$ cat src/rtl/pocq_sched_if.sv
// POCQ issue-side bundle: slot events in, issue offer and slot status out.
// Latency: not applicable (wires only).
// Backpressure: issue_vld/issue_rdy handshake; all other signals are single-cycle pulses or status.
//
// Ports (master = fill side + pipeline, slave = scheduler):
//   alloc_vld/alloc_idx    slot written by the fill side
//   wake_vld/wake_idx      wake one sleeping slot; wake_all wakes every sleeping slot
//   issue_vld/issue_idx    slot offered to the pipeline; issue_rdy accepts it
//   retire_vld/retire_idx  slot completed and freed
//   retry_vld/retry_idx    slot bounced back to sleep
//   free_vec, occupancy, full, empty, err   registered status
interface pocq_sched_if #(
    parameter int DEPTH = 16,
    parameter int IDX_W = $clog2(DEPTH)
);
    logic             alloc_vld;
    logic [IDX_W-1:0] alloc_idx;
    logic             wake_vld;
    logic [IDX_W-1:0] wake_idx;
    logic             wake_all;
    logic             issue_vld;
    logic [IDX_W-1:0] issue_idx;
    logic             issue_rdy;
    logic             retire_vld;
    logic [IDX_W-1:0] retire_idx;
    logic             retry_vld;
    logic [IDX_W-1:0] retry_idx;
    logic [DEPTH-1:0] free_vec;
    logic [IDX_W:0]   occupancy;
    logic             full;
    logic             empty;
    logic             err;

    modport master (
        output alloc_vld, alloc_idx, wake_vld, wake_idx, wake_all, issue_rdy,
               retire_vld, retire_idx, retry_vld, retry_idx,
        input  issue_vld, issue_idx, free_vec, occupancy, full, empty, err
    );

    modport slave (
        input  alloc_vld, alloc_idx, wake_vld, wake_idx, wake_all, issue_rdy,
               retire_vld, retire_idx, retry_vld, retry_idx,
        output issue_vld, issue_idx, free_vec, occupancy, full, empty, err
    );
endinterface

$ cat src/rtl/pocq_sched.sv
// HN-F POCQ issue scheduler: per-slot sleep/wake/issue/retire tracking with round-robin issue.
// Latency: slot READY at edge N is offered from edge N+1; back-to-back issue at one slot per cycle.
// Backpressure: an offer (issue_vld/issue_idx) is locked until issue_rdy; newer READY slots never preempt it.
//
// Ports: clk, rst_n (async active-low), bus (pocq_sched_if.slave) carrying alloc/wake/retire/retry
//        events, the issue handshake and the registered free_vec/occupancy/full/empty/err status.
module pocq_sched #(
    parameter int DEPTH = 16,
    parameter int IDX_W = $clog2(DEPTH)
) (
    input  logic         clk,
    input  logic         rst_n,
    pocq_sched_if.slave  bus
);

    typedef enum logic [1:0] {
        S_FREE   = 2'd0,
        S_SLEEP  = 2'd1,
        S_READY  = 2'd2,
        S_ACTIVE = 2'd3
    } slot_st_e;

    slot_st_e         st_q [DEPTH];
    slot_st_e         st_d [DEPTH];

    logic             issue_vld_q;
    logic [IDX_W-1:0] issue_idx_q;
    logic [IDX_W-1:0] rr_ptr_q;
    logic [DEPTH-1:0] free_vec_q;
    logic [IDX_W:0]   occ_q;
    logic             full_q;
    logic             empty_q;
    logic             err_q;

    logic             hs;
    logic [DEPTH-1:0] alloc_hit;
    logic [DEPTH-1:0] wake_hit;
    logic [DEPTH-1:0] hs_hit;
    logic [DEPTH-1:0] ret_hit;
    logic [DEPTH-1:0] rty_hit;
    logic [DEPTH-1:0] elig;
    logic             err_d;
    logic [DEPTH-1:0] free_d;
    logic [IDX_W:0]   occ_d;
    logic [IDX_W-1:0] search_base;
    logic [IDX_W-1:0] cand;
    logic             win_vld;
    logic [IDX_W-1:0] win_idx;

    assign hs = issue_vld_q & bus.issue_rdy;

    // Decode every event to a per-slot hit vector.
    always_comb begin
        for (int i = 0; i < DEPTH; i++) begin
            alloc_hit[i] = bus.alloc_vld  && (bus.alloc_idx  == IDX_W'(i));
            wake_hit[i]  = bus.wake_all   || (bus.wake_vld && (bus.wake_idx == IDX_W'(i)));
            hs_hit[i]    = hs             && (issue_idx_q    == IDX_W'(i));
            ret_hit[i]   = bus.retire_vld && (bus.retire_idx == IDX_W'(i));
            rty_hit[i]   = bus.retry_vld  && (bus.retry_idx  == IDX_W'(i));
        end
    end

    // Slot transitions, judged against the registered state only.
    always_comb begin
        err_d = err_q;
        for (int i = 0; i < DEPTH; i++) begin
            st_d[i] = st_q[i];
            unique case (st_q[i])
                S_FREE:   if (alloc_hit[i]) st_d[i] = S_SLEEP;
                S_SLEEP:  if (wake_hit[i])  st_d[i] = S_READY;
                S_READY:  if (hs_hit[i])    st_d[i] = S_ACTIVE;
                S_ACTIVE: begin
                    if (ret_hit[i])
                        st_d[i] = S_FREE;
                    else if (rty_hit[i])
                        // A wake landing with the retry must not be lost.
                        st_d[i] = wake_hit[i] ? S_READY : S_SLEEP;
                end
            endcase
            if (alloc_hit[i] && (st_q[i] != S_FREE))
                err_d = 1'b1;
            if ((ret_hit[i] || rty_hit[i]) && (st_q[i] != S_ACTIVE))
                err_d = 1'b1;
            if (ret_hit[i] && rty_hit[i])
                err_d = 1'b1;
        end
    end

    // Status derived from next state so the outputs are plain registers.
    always_comb begin
        occ_d = '0;
        for (int i = 0; i < DEPTH; i++) begin
            free_d[i] = (st_d[i] == S_FREE);
            if (st_d[i] != S_FREE)
                occ_d = occ_d + (IDX_W+1)'(1);
        end
    end

    // Round-robin pick over slots READY at the start of this cycle. The slot
    // accepted this cycle is excluded and the search starts just past it, so a
    // new winner can be offered on the very next edge.
    always_comb begin
        search_base = hs ? (issue_idx_q + IDX_W'(1)) : rr_ptr_q;
        win_vld     = 1'b0;
        win_idx     = '0;
        cand        = '0;
        for (int i = 0; i < DEPTH; i++)
            elig[i] = (st_q[i] == S_READY) && !hs_hit[i];
        for (int j = 0; j < DEPTH; j++) begin
            cand = search_base + IDX_W'(j);
            if (!win_vld && elig[cand]) begin
                win_vld = 1'b1;
                win_idx = cand;
            end
        end
    end

    always_ff @(posedge clk or negedge rst_n) begin
        if (!rst_n) begin
            for (int i = 0; i < DEPTH; i++)
                st_q[i] <= S_FREE;
            issue_vld_q <= 1'b0;
            issue_idx_q <= '0;
            rr_ptr_q    <= '0;
            free_vec_q  <= '1;
            occ_q       <= '0;
            full_q      <= 1'b0;
            empty_q     <= 1'b1;
            err_q       <= 1'b0;
        end else begin
            for (int i = 0; i < DEPTH; i++)
                st_q[i] <= st_d[i];
            if (hs)
                rr_ptr_q <= issue_idx_q + IDX_W'(1);
            // Offer is locked while it waits for issue_rdy.
            if (!issue_vld_q || bus.issue_rdy) begin
                issue_vld_q <= win_vld;
                issue_idx_q <= win_idx;
            end
            free_vec_q <= free_d;
            occ_q      <= occ_d;
            full_q     <= (occ_d == (IDX_W+1)'(DEPTH));
            empty_q    <= (occ_d == '0);
            err_q      <= err_d;
        end
    end

    assign bus.issue_vld = issue_vld_q;
    assign bus.issue_idx = issue_idx_q;
    assign bus.free_vec  = free_vec_q;
    assign bus.occupancy = occ_q;
    assign bus.full      = full_q;
    assign bus.empty     = empty_q;
    assign bus.err       = err_q;

endmodule

$ cat src/flat_wrapper.sv
// flat-port wrapper written by rule: the top's interface ports become plain ports
module pocq_sched_flat 
#(
    parameter int DEPTH = 16,
    parameter int IDX_W = $clog2(DEPTH)
)
  (clk, rst_n, bus_alloc_vld, bus_alloc_idx, bus_wake_vld, bus_wake_idx, bus_wake_all, bus_issue_rdy, bus_retire_vld, bus_retire_idx, bus_retry_vld, bus_retry_idx, bus_issue_vld, bus_issue_idx, bus_free_vec, bus_occupancy, bus_full, bus_empty, bus_err);
  pocq_sched_if #(.DEPTH(DEPTH), .IDX_W(IDX_W)) bus_i ();
  input  logic clk;
  input  logic rst_n;
  input wire logic [$bits(bus_i.alloc_vld)-1:0] bus_alloc_vld;
  input wire logic [$bits(bus_i.alloc_idx)-1:0] bus_alloc_idx;
  input wire logic [$bits(bus_i.wake_vld)-1:0] bus_wake_vld;
  input wire logic [$bits(bus_i.wake_idx)-1:0] bus_wake_idx;
  input wire logic [$bits(bus_i.wake_all)-1:0] bus_wake_all;
  input wire logic [$bits(bus_i.issue_rdy)-1:0] bus_issue_rdy;
  input wire logic [$bits(bus_i.retire_vld)-1:0] bus_retire_vld;
  input wire logic [$bits(bus_i.retire_idx)-1:0] bus_retire_idx;
  input wire logic [$bits(bus_i.retry_vld)-1:0] bus_retry_vld;
  input wire logic [$bits(bus_i.retry_idx)-1:0] bus_retry_idx;
  output wire logic [$bits(bus_i.issue_vld)-1:0] bus_issue_vld;
  output wire logic [$bits(bus_i.issue_idx)-1:0] bus_issue_idx;
  output wire logic [$bits(bus_i.free_vec)-1:0] bus_free_vec;
  output wire logic [$bits(bus_i.occupancy)-1:0] bus_occupancy;
  output wire logic [$bits(bus_i.full)-1:0] bus_full;
  output wire logic [$bits(bus_i.empty)-1:0] bus_empty;
  output wire logic [$bits(bus_i.err)-1:0] bus_err;
  assign bus_i.alloc_vld = bus_alloc_vld;
  assign bus_i.alloc_idx = bus_alloc_idx;
  assign bus_i.wake_vld = bus_wake_vld;
  assign bus_i.wake_idx = bus_wake_idx;
  assign bus_i.wake_all = bus_wake_all;
  assign bus_i.issue_rdy = bus_issue_rdy;
  assign bus_i.retire_vld = bus_retire_vld;
  assign bus_i.retire_idx = bus_retire_idx;
  assign bus_i.retry_vld = bus_retry_vld;
  assign bus_i.retry_idx = bus_retry_idx;
  assign bus_issue_vld = bus_i.issue_vld;
  assign bus_issue_idx = bus_i.issue_idx;
  assign bus_free_vec = bus_i.free_vec;
  assign bus_occupancy = bus_i.occupancy;
  assign bus_full = bus_i.full;
  assign bus_empty = bus_i.empty;
  assign bus_err = bus_i.err;
  pocq_sched #(.DEPTH(DEPTH), .IDX_W(IDX_W)) u_core (.clk(clk), .rst_n(rst_n), .bus(bus_i));
endmodule
$ cat config.mk
export PLATFORM = sky130hd
export DESIGN_NAME = pocq_sched_flat
export DESIGN_NICKNAME = d
export VERILOG_FILES = /design/src/rtl/pocq_sched_if.sv /design/src/rtl/pocq_sched.sv /design/src/flat_wrapper.sv
export SDC_FILE = /design/constraint.sdc
export NUM_CORES = 1
export LEC_CHECK = 0
export ABC_CLOCK_PERIOD_IN_PS = 9200
export CORE_MARGIN = 5
export CORE_UTILIZATION = 45
export DETAILED_ROUTE_END_ITERATION = 10
export GPL_ROUTABILITY_DRIVEN = 0
export PLACE_DENSITY = 0.66
export SYNTH_ARGS = -nofsm -noshare
export SYNTH_HDL_FRONTEND = slang
export SYNTH_SLANG_ARGS = --single-unit
export TNS_END_PERCENT = 30
$ cat constraint.sdc
create_clock -name clk -period 9.2 [get_ports clk]
set_input_delay 2.3 -clock clk [delete_from_list [all_inputs] [get_ports clk]]
set_output_delay 2.3 -clock clk [all_outputs]
set_load 0.03 [all_outputs]
==> results.toml, run 1 <==
[clocking]
clk_pin_slew_ns = 0.06
htreeDepth = 3
cts_root_buf = "clkbuf_16"
cts_buffers = 9
cts.sinks = 65
insertion_delay_ns = 0.35
tritoncts = "yes"
cts_buffer_depth = 2
holdBufCountCts = 0

[synthesis]
yosysMostFrequentCell = "nand2_1"
synth_edf_count = 0
yosys.area.top_type_share = 0.150
ys_seq_area_frac = 0.206
ys_ff_latch = 65
synthDistinctLibCells = 99
syn_nets = 1080
synthTopCellsByArea = "dfrtp_1 (15%), nand2_1 (5.9%), dfstp_2 (5.6%)"
syn_area_um2 = 7990
synth_top_area_cell = "dfrtp_1"
ys_top_cells_by_count = "nand2_1 (126), nor2_1 (75), a21oi_1 (68)"
async_flop_share = 1.00
synthFlopType = "dfrtp_1"
avgSynthCellArea_um2 = 7.77
syn-instance-count = 1028
yosysWarnings = 0

[setup_path]
crit_arrival_ns = 10.38
critical_path_buf_inv_count = 4
critical_path.startpoint_type = "primary input"
crit_path_frequent_cell = "ha_1"
cp_data_required_time_ns = 9.43
cpMaxStageDelayCell = "or3b_4"
worstPathMaxFanout = 4
critPathKind = "in2reg"
crit_family = "adder cells"
cp-end-kind = "flop"
critPathMaxStageDelay_ns = 0.40

[detailed_routing]
remaining_drc_errors = 0
first_pass_iters = 8
drt-vias-per-instance = 5.99
totalWireLength_um = 27000
drtIter0Drc = 937
wl_per_cell_um = 18.6
ant_nets = 0
vias = 8686

[sta]
timing.final.crit_share = 1.10
fin_skew_ns = 0.0101
tightest_slew_ns = 1.14
worst_slack_ns = -0.952
fmax_mhz = 98.5
period_needed_ns = 10.15
max_slew_margin = 0.238
finalHoldViolCount = 0
setup_viol_count_final = 7
slew_violations = 0
rsz0062_at_grt = "true"

[worst_hold_path]
min_path_type = "reg2reg"

[global_route]
grt_pass1_vias = 8231
grt_remaining_overflow = 0
grtUsageTotal = 0.262
grt_max_degree = 66
antenna_found_initial = 0
grt_pass1_wl_um = 42800

[run]
max_cap_violations = 0

[status]
status = "finished, violations left"
violations = "negative setup slack"

[placed_design]
place_inst = 1384
io_buffer_count = 52
hpwl_um = 20100

[cells_and_area]
stdcell_count = 1451
nets = 1273
synthToLayoutAreaGrowth_pct = 34.3
drive_above_1_share = 0.296
diodes = 0

[floorplanning]
core_area_um2 = 17400
die_area_um2 = 20500
row_count = 48
die_w_um = 143
die_y_um = 143
start_util = 0.460
ios = 53
## cells by family (layout without fill, tap and decap cells)
group,count (synthesis),count (layout),synth area share
buffers and inverters,111,309,0.0558
multiplexers,73,73,0.109
AND/OR/NAND/NOR,399,399,0.253
flip-flops,65,65,0.206
AO/OA/AOI/OAI,286,286,0.240
XOR/XNOR,65,65,0.0915
adder cells (fa/ha/maj),29,29,0.0451
## cells in the final DEF, fill, tap and decap left out, drive strengths merged, types with 33 or more instances in the layout
| cell | instances |
|---|---|
| buf | 192 |
| xnor2 | 40 |
| a21oi | 68 |
| nand2 | 126 |
| nand3 | 41 |
| dfrtp | 48 |
| clkdlybuf4s50 | 33 |
| inv | 51 |
| nor3 | 35 |
| mux2i | 42 |
| o21ai | 60 |
| nor2 | 76 |
## flip-flops by register name (all words and copies together) (netlist names)
| name | cells |
|---|---|
| u_core.bus.err | 1 |
| u_core.rr_ptr_q | 4 |
| u_core.bus.empty | 1 |
| u_core.bus.occupancy | 5 |
| u_core.bus.full | 1 |
| u_core.st_q | 32 |
| u_core.bus.issue_vld | 1 |
| u_core.bus.issue_idx | 4 |
| u_core.bus.free_vec | 16 |
## per-stage QoR
| stage | util | TNS (ns) | worst slack, ns | area (µm²) | hold WS (ns) |
|---|---|---|---|---|---|
| floorplan | - | -5.05 | -1.03 | 8150 | 0.516 |
| global placement | 0.561 | -8.61 | -1.58 | 9730 | 0.569 |
| detailed placement | 0.561 | -9.87 | -1.82 | 9730 | 0.582 |
| CTS | 0.607 | -6.32 | -1.14 | 10500 | 0.585 |
| global route | 0.618 | -9.33 | -1.48 | 10700 | 0.614 |
| finish | 0.618 | -5.32 | -0.952 | 10700 | 0.595 |
## final timing paths
path,from,to,slack [ns],cells after the start
max,bus_retire_idx[3],u_core.bus.occupancy[1]$_DFF_PN0_,-0.95,47
min,u_core.st_q[8]$_DFF_PN0_,u_core.st_q[9]$_DFF_PN0_,0.59,1
max reg2reg,u_core.bus.issue_idx[0]$_DFFE_PN0P_,u_core.bus.occupancy[1]$_DFF_PN0_,0.76,47
min reg2reg,u_core.st_q[8]$_DFF_PN0_,u_core.st_q[9]$_DFF_PN0_,0.59,1
max in group asynchronous,rst_n,u_core.bus.occupancy[1]$_DFF_PN0_,6.55,1
min in group asynchronous,rst_n,u_core.st_q[31]$_DFF_PN0_,2.07,1
## what timing repair did
item	CTS	global route
setup buffers	44	7
setup endpoints to repair	6	10
gates resized for setup	66	31
pin swaps	40	30
## area by class of cell
class	instances	area [µm²]
Inverter	53	201
Tap cell	225	282
Fill cell	1541	6630
Clock inverter	6	67.6
Sequential cell	65	1650
Timing Repair Buffer	240	1940
Multi-Input combinational cell	852	6350
Clock buffer	10	239
## routing by layer
layer | track usage | part of all wire | up-vias | wire, µm
met5 | 0 | 0 | - | 0
met4 | 0.0828 | 0.025 | 0 | 679
met3 | 0.0459 | 0.089 | 68 | 2390
met2 | 0.415 | 0.45 | 403 | 12200
met1 | 0.365 | 0.43 | 4073 | 11700
li1 | - | - | 4142 | -
Power of run 1 is not shown: default switching activity piles up to over one toggle a cycle in this logic, so the estimate is an artifact.
==> inputs of run 2 (changes only) <==
Settings changed: CORE_ASPECT_RATIO set to 1.4, SKIP_CTS_REPAIR_TIMING set to 1.
==> run 2 against run 1 <==
Against the previous run:
- the flow still finishes with violations (negative setup slack)
- design area is 2.0% lower
- hold slack worse by 0.012 ns
- fmax is 0.96% lower
- non-clock buffer count is 34 lower
- clock skew is 0.0013 ns lower
- routed wire length up 5.4%
- flip-flop and latch count unchanged
- core utilization is 1.4 points lower
- die area grew 0.18%
- via count increased by 0.55%
==> results.toml, run 2 (same netlist as run 1, synthesis figures left out) <==
[cells_and_area]
nets = 1239
fillers = 1577
drive_above_1_share = 0.264
final_core_util = 0.604
stdcell_count = 1428
largest_reg_flops = 32
diodes = 0
top_register = "u_core.st_q"
synthToLayoutAreaGrowth_pct = 31.7
final_common_cell = "buf_4"
final_cell_area_um2 = 10500
final_cell_mix = "buf_4 (148), nand2_1 (120), nor2_1 (73), a21oi_1 (65)"

[worst_hold_path]
min_path_type = "reg2reg"

[placed_design]
hpwl_um = 21700
io_buffer_count = 52
place_inst = 1397
place_area_um2 = 9760

[setup_path]
critical_path.startpoint_type = "primary input"
crit_arrival_ns = 10.52
crit_path_frequent_cell = "ha_1"
critPathKind = "in2reg"
critPathMaxStageDelay_ns = 0.44
cpMaxStageDelayCell = "o41a_1"
r2r-end = "u_core.bus.full$_DFF_PN0_"
cp_data_required_time_ns = 9.47
r2r_cells = 44
crit_end = "u_core.bus.full$_DFF_PN0_"
worstSetupStartpoint = "bus_retire_idx[2]"
r2r-start = "u_core.bus.issue_idx[0]$_DFFE_PN0P_"
cp-end-kind = "flop"
regToRegSetupSlack_ns = 0.63
worstPathMaxFanout = 4

[clocking]
htreeDepth = 3
cts_buffer_depth = 2
clk_pin_slew_ns = 0.06
cts_buffers = 9
cts.sinks = 65
cts_root_buf = "clkbuf_16"
tritoncts = "yes"
insertion_delay_ns = 0.34

[floorplanning]
die_y_um = 168
ios = 53
core_area_um2 = 17400
die_w_um = 123
row_count = 57
die_area_um2 = 20500
start_util = 0.459

[sta]
fin_skew_ns = 0.00875
worst_slack_ns = -1.05
period_needed_ns = 10.25
setup_viol_count_final = 6
max_slew_margin = 0.384
rsz0062_at_grt = "true"
tightest_slew_ns = 0.923
slew_violations = 0
timing.final.crit_share = 1.11
finalHoldViolCount = 0
fmax_mhz = 97.6

[global_route]
grtUsageTotal = 0.272
grt_remaining_overflow = 0
grt_max_degree = 66
grt_pass1_wl_um = 44400
grt_pass1_vias = 8468
antenna_found_initial = 0

[status]
status = "finished, violations left"
violations = "negative setup slack"

[detailed_routing]
drtIter0Drc = 862
vias = 8734
drt-vias-per-instance = 6.12
first_pass_iters = 7
wl_per_cell_um = 19.9
ant_nets = 0
remaining_drc_errors = 0
totalWireLength_um = 28500

[run]
max_cap_violations = 0
run 2: changes by cell type in the layout (fill, tap and decap cells not counted), sizes merged:
cell and delta:
bufinv +2, clkinvlp -1, clkinv -3, dlygate4sd2 -12
buf -36, clkdlybuf4s50 -3, dlymetal6s2s +15, clkbuf +4
run 2: per-layer routing:
metal | vias to the layer above | routed length, µm | track usage
met1 | 4075 | 10400 | 0.311
li1 | 4086 | - | -
met3 | 131 | 2130 | 0.0472
met2 | 442 | 14100 | 0.467
met5 | - | 0 | 0
met4 | 0 | 1870 | 0.163
run 2: how the worst min path moves through the flow:
stage                                    startpoint                        end  slack [ns]  cells past startpoint
after floorplan            u_core.st_q[6]$_DFF_PN0_   u_core.st_q[7]$_DFF_PN0_        0.52                      1
final                     u_core.st_q[12]$_DFF_PN0_  u_core.st_q[13]$_DFF_PN0_        0.58                      1
after global routing      u_core.st_q[12]$_DFF_PN0_  u_core.st_q[13]$_DFF_PN0_        0.63                      1
after global placement    u_core.st_q[12]$_DFF_PN0_  u_core.st_q[13]$_DFF_PN0_        0.56                      1
after detailed placement  u_core.st_q[20]$_DFF_PN0_  u_core.st_q[20]$_DFF_PN0_        0.57                      1
after CTS                  u_core.st_q[6]$_DFF_PN0_   u_core.st_q[7]$_DFF_PN0_        0.58                      1
run 2: worst max-delay path, delay by kind of cell:
kind	cells	cell delay, ns
buffers and inverters	1	0.09
AOI/OAI and AO/OA	9	1.57
xor gates and xnor gates	5	0.89
muxes	4	0.92
and+or+nand+nor	15	1.88
adders and majority gates	10	2.86
run 2: area by class of cell:
type	instances	area [µm²]	area share
well taps	236	295	0.0281
repair buffers	206	1730	0.165
flip-flops and latches	65	1650	0.157
clock buffers	12	267	0.0253
inverters	53	199	0.0189
clock inverters	4	97.6	0.00928
multi-input cells	852	6280	0.597
run 2: metrics by stage:
step / worst slack (ns) / hold slack (ns) / TNS (ns)
final: -1.05 / 0.583 / -5.89
after global routing: -1.48 / 0.627 / -8.36
after CTS: -1.53 / 0.580 / -8.30
after detailed placement: -1.78 / 0.572 / -9.95
after global placement: -1.58 / 0.563 / -8.83
after floorplan: -1.03 / 0.516 / -5.05
Power of run 2 is left out for the same reason.
==> inputs of run 3 (changes only) <==
Settings changed: GPL_TIMING_DRIVEN set to 0.
==> run 3 against run 2 <==
Against the previous run:
- the flow still finishes with violations (negative setup slack)
- sequential share of layout area is 1.2 points higher
- critical path depth is 2 higher
- hold slack got worse by 0.0070 ns
- fmax is 1.2% lower
- count of clock-buffer cells in the layout down 2
- highest routed layer unchanged
==> results.toml, run 3 (same netlist as run 1, synthesis figures left out) <==
[status]
status = "finished, violations left"
violations = "negative setup slack"

[clocking]
clk_pin_slew_ns = 0.06
cts_buffers = 9
tritoncts = "yes"
cts_root_buf = "clkbuf_16"
insertion_delay_ns = 0.35
cts_buffer_depth = 2
htreeDepth = 3
cts.sinks = 65

[detailed_routing]
wl_met2_um = 13100
wl_met1_um = 10200
drt-vias-per-instance = 6.17
remaining_drc_errors = 0
vias = 8326
drtIter0Drc = 619
totalWireLength_um = 26400
top_layer_used = "met4"
first_pass_iters = 6
dr_wl_met3_um = 1710
wl_per_cell_um = 19.5
ant_nets = 0

[floorplanning]
die_area_um2 = 20500
die_w_um = 123
start_util = 0.459
ios = 53
die_y_um = 168
row_count = 57
core_area_um2 = 17400

[placed_design]
hpwl_um = 20100
io_buffer_count = 47

[setup_path]
worstPathMaxFanout = 7
regToRegSetupSlack_ns = 0.08
r2r-start = "u_core.bus.issue_idx[2]$_DFFE_PN0P_"
crit_arrival_ns = 10.65
crit_path_frequent_cell = "ha_4"
cp_data_required_time_ns = 9.48
critPathMaxStageDelay_ns = 0.40
critPathKind = "in2reg"
critical_path.startpoint_type = "primary input"
cpMaxStageDelayCell = "or3b_4"
worstSetupStartpoint = "bus_retire_vld"
r2r_cells = 47
r2r-end = "u_core.bus.full$_DFF_PN0_"
cp-end-kind = "flop"

[sta]
rsz0062_at_grt = "true"
period_needed_ns = 10.38
tightest_slew_ns = 0.947
finalHoldViolCount = 0
final.setup.tns_ns = -6.03
setup_viol_count_final = 6
worst_slack_ns = -1.18
fin_skew_ns = 0.0144
timing.final.crit_share = 1.13
slew_violations = 0
fmax_mhz = 96.4
max_slew_margin = 0.366

[cells_and_area]
synthToLayoutAreaGrowth_pct = 22.1
largest_reg_flops = 32
top_register = "u_core.st_q"
final_common_cell = "nand2_1"
drive_above_1_share = 0.177
fillers = 1683
final_cell_mix = "nand2_1 (118), nor2_1 (73), a21oi_1 (65), o21ai_0 (49), dfrtp_1 (48)"
nets = 1161
diodes = 0

[global_route]
grt_remaining_overflow = 0
grt_max_degree = 65
grt_pass1_vias = 7889
grt_pass1_wl_um = 41000
grtUsageTotal = 0.250
antenna_found_initial = 0

[worst_hold_path]
min_path_type = "reg2reg"
min_from = "u_core.st_q[6]$_DFF_PN0_"
hold_path_depth = 1
holdPathEnd = "u_core.st_q[7]$_DFF_PN0_"

[run]
max_cap_violations = 0
[run 3: final cells by class]
cell class	instances	area, µm²	area share
multi-input cells	852	6300	0.646
flip-flops and latches	65	1650	0.169
repair buffers	71	692	0.0710
well taps	236	295	0.0303
plain buffers	57	264	0.0271
clock buffers	10	239	0.0245
inverters	53	199	0.0204
clock inverters	6	115	0.0118
[run 3: worst max path at each step]
stage / end / slack, ns / depth (start not counted)
2_1_floorplan: u_core.bus.full$_DFF_PN0_ / -1.03 / 44
3_3_place_gp: u_core.bus.full$_DFF_PN0_ / -2.73 / 48
3_5_place_dp: u_core.bus.full$_DFF_PN0_ / -2.80 / 48
4_1_cts: u_core.bus.full$_DFF_PN0_ / -2.46 / 48
5_1_grt: u_core.bus.full$_DFF_PN0_ / -1.57 / 46
6_report: u_core.bus.full$_DFF_PN0_ / -1.18 / 46
[run 3: critical path: cells and delay by family]
| kind | cells | cell delay, ns |
|---|---|---|
| AO/OA/AOI/OAI | 10 | 1.32 |
| XOR/XNOR | 4 | 0.68 |
| adder cells (fa/ha/maj) | 10 | 2.91 |
| buffers and inverters | 1 | 0.11 |
| multiplexers | 4 | 0.98 |
| AND/OR/NAND/NOR | 17 | 2.30 |
[run 3: stage by stage]
stage	hold WS [ns]	cells	util	area [µm²]	setup slack, ns
finish	0.576	1350	0.560	9750	-1.18
global route	0.626	1350	0.560	9750	-1.57
CTS	0.570	1328	0.534	9290	-2.46
detailed placement	0.560	1312	0.514	8940	-2.80
global placement	0.564	1311	0.512	8910	-2.73
floorplan	0.516	1028	-	8150	-1.03
[run 3: per-layer routing]
layer	vias to the layer above	global-route usage
li1	3920	-
met1	3927	0.298
met2	381	0.434
met3	98	0.0294
met4	0	0.132
met5	-	0
Power of run 3 is left out for the same reason.
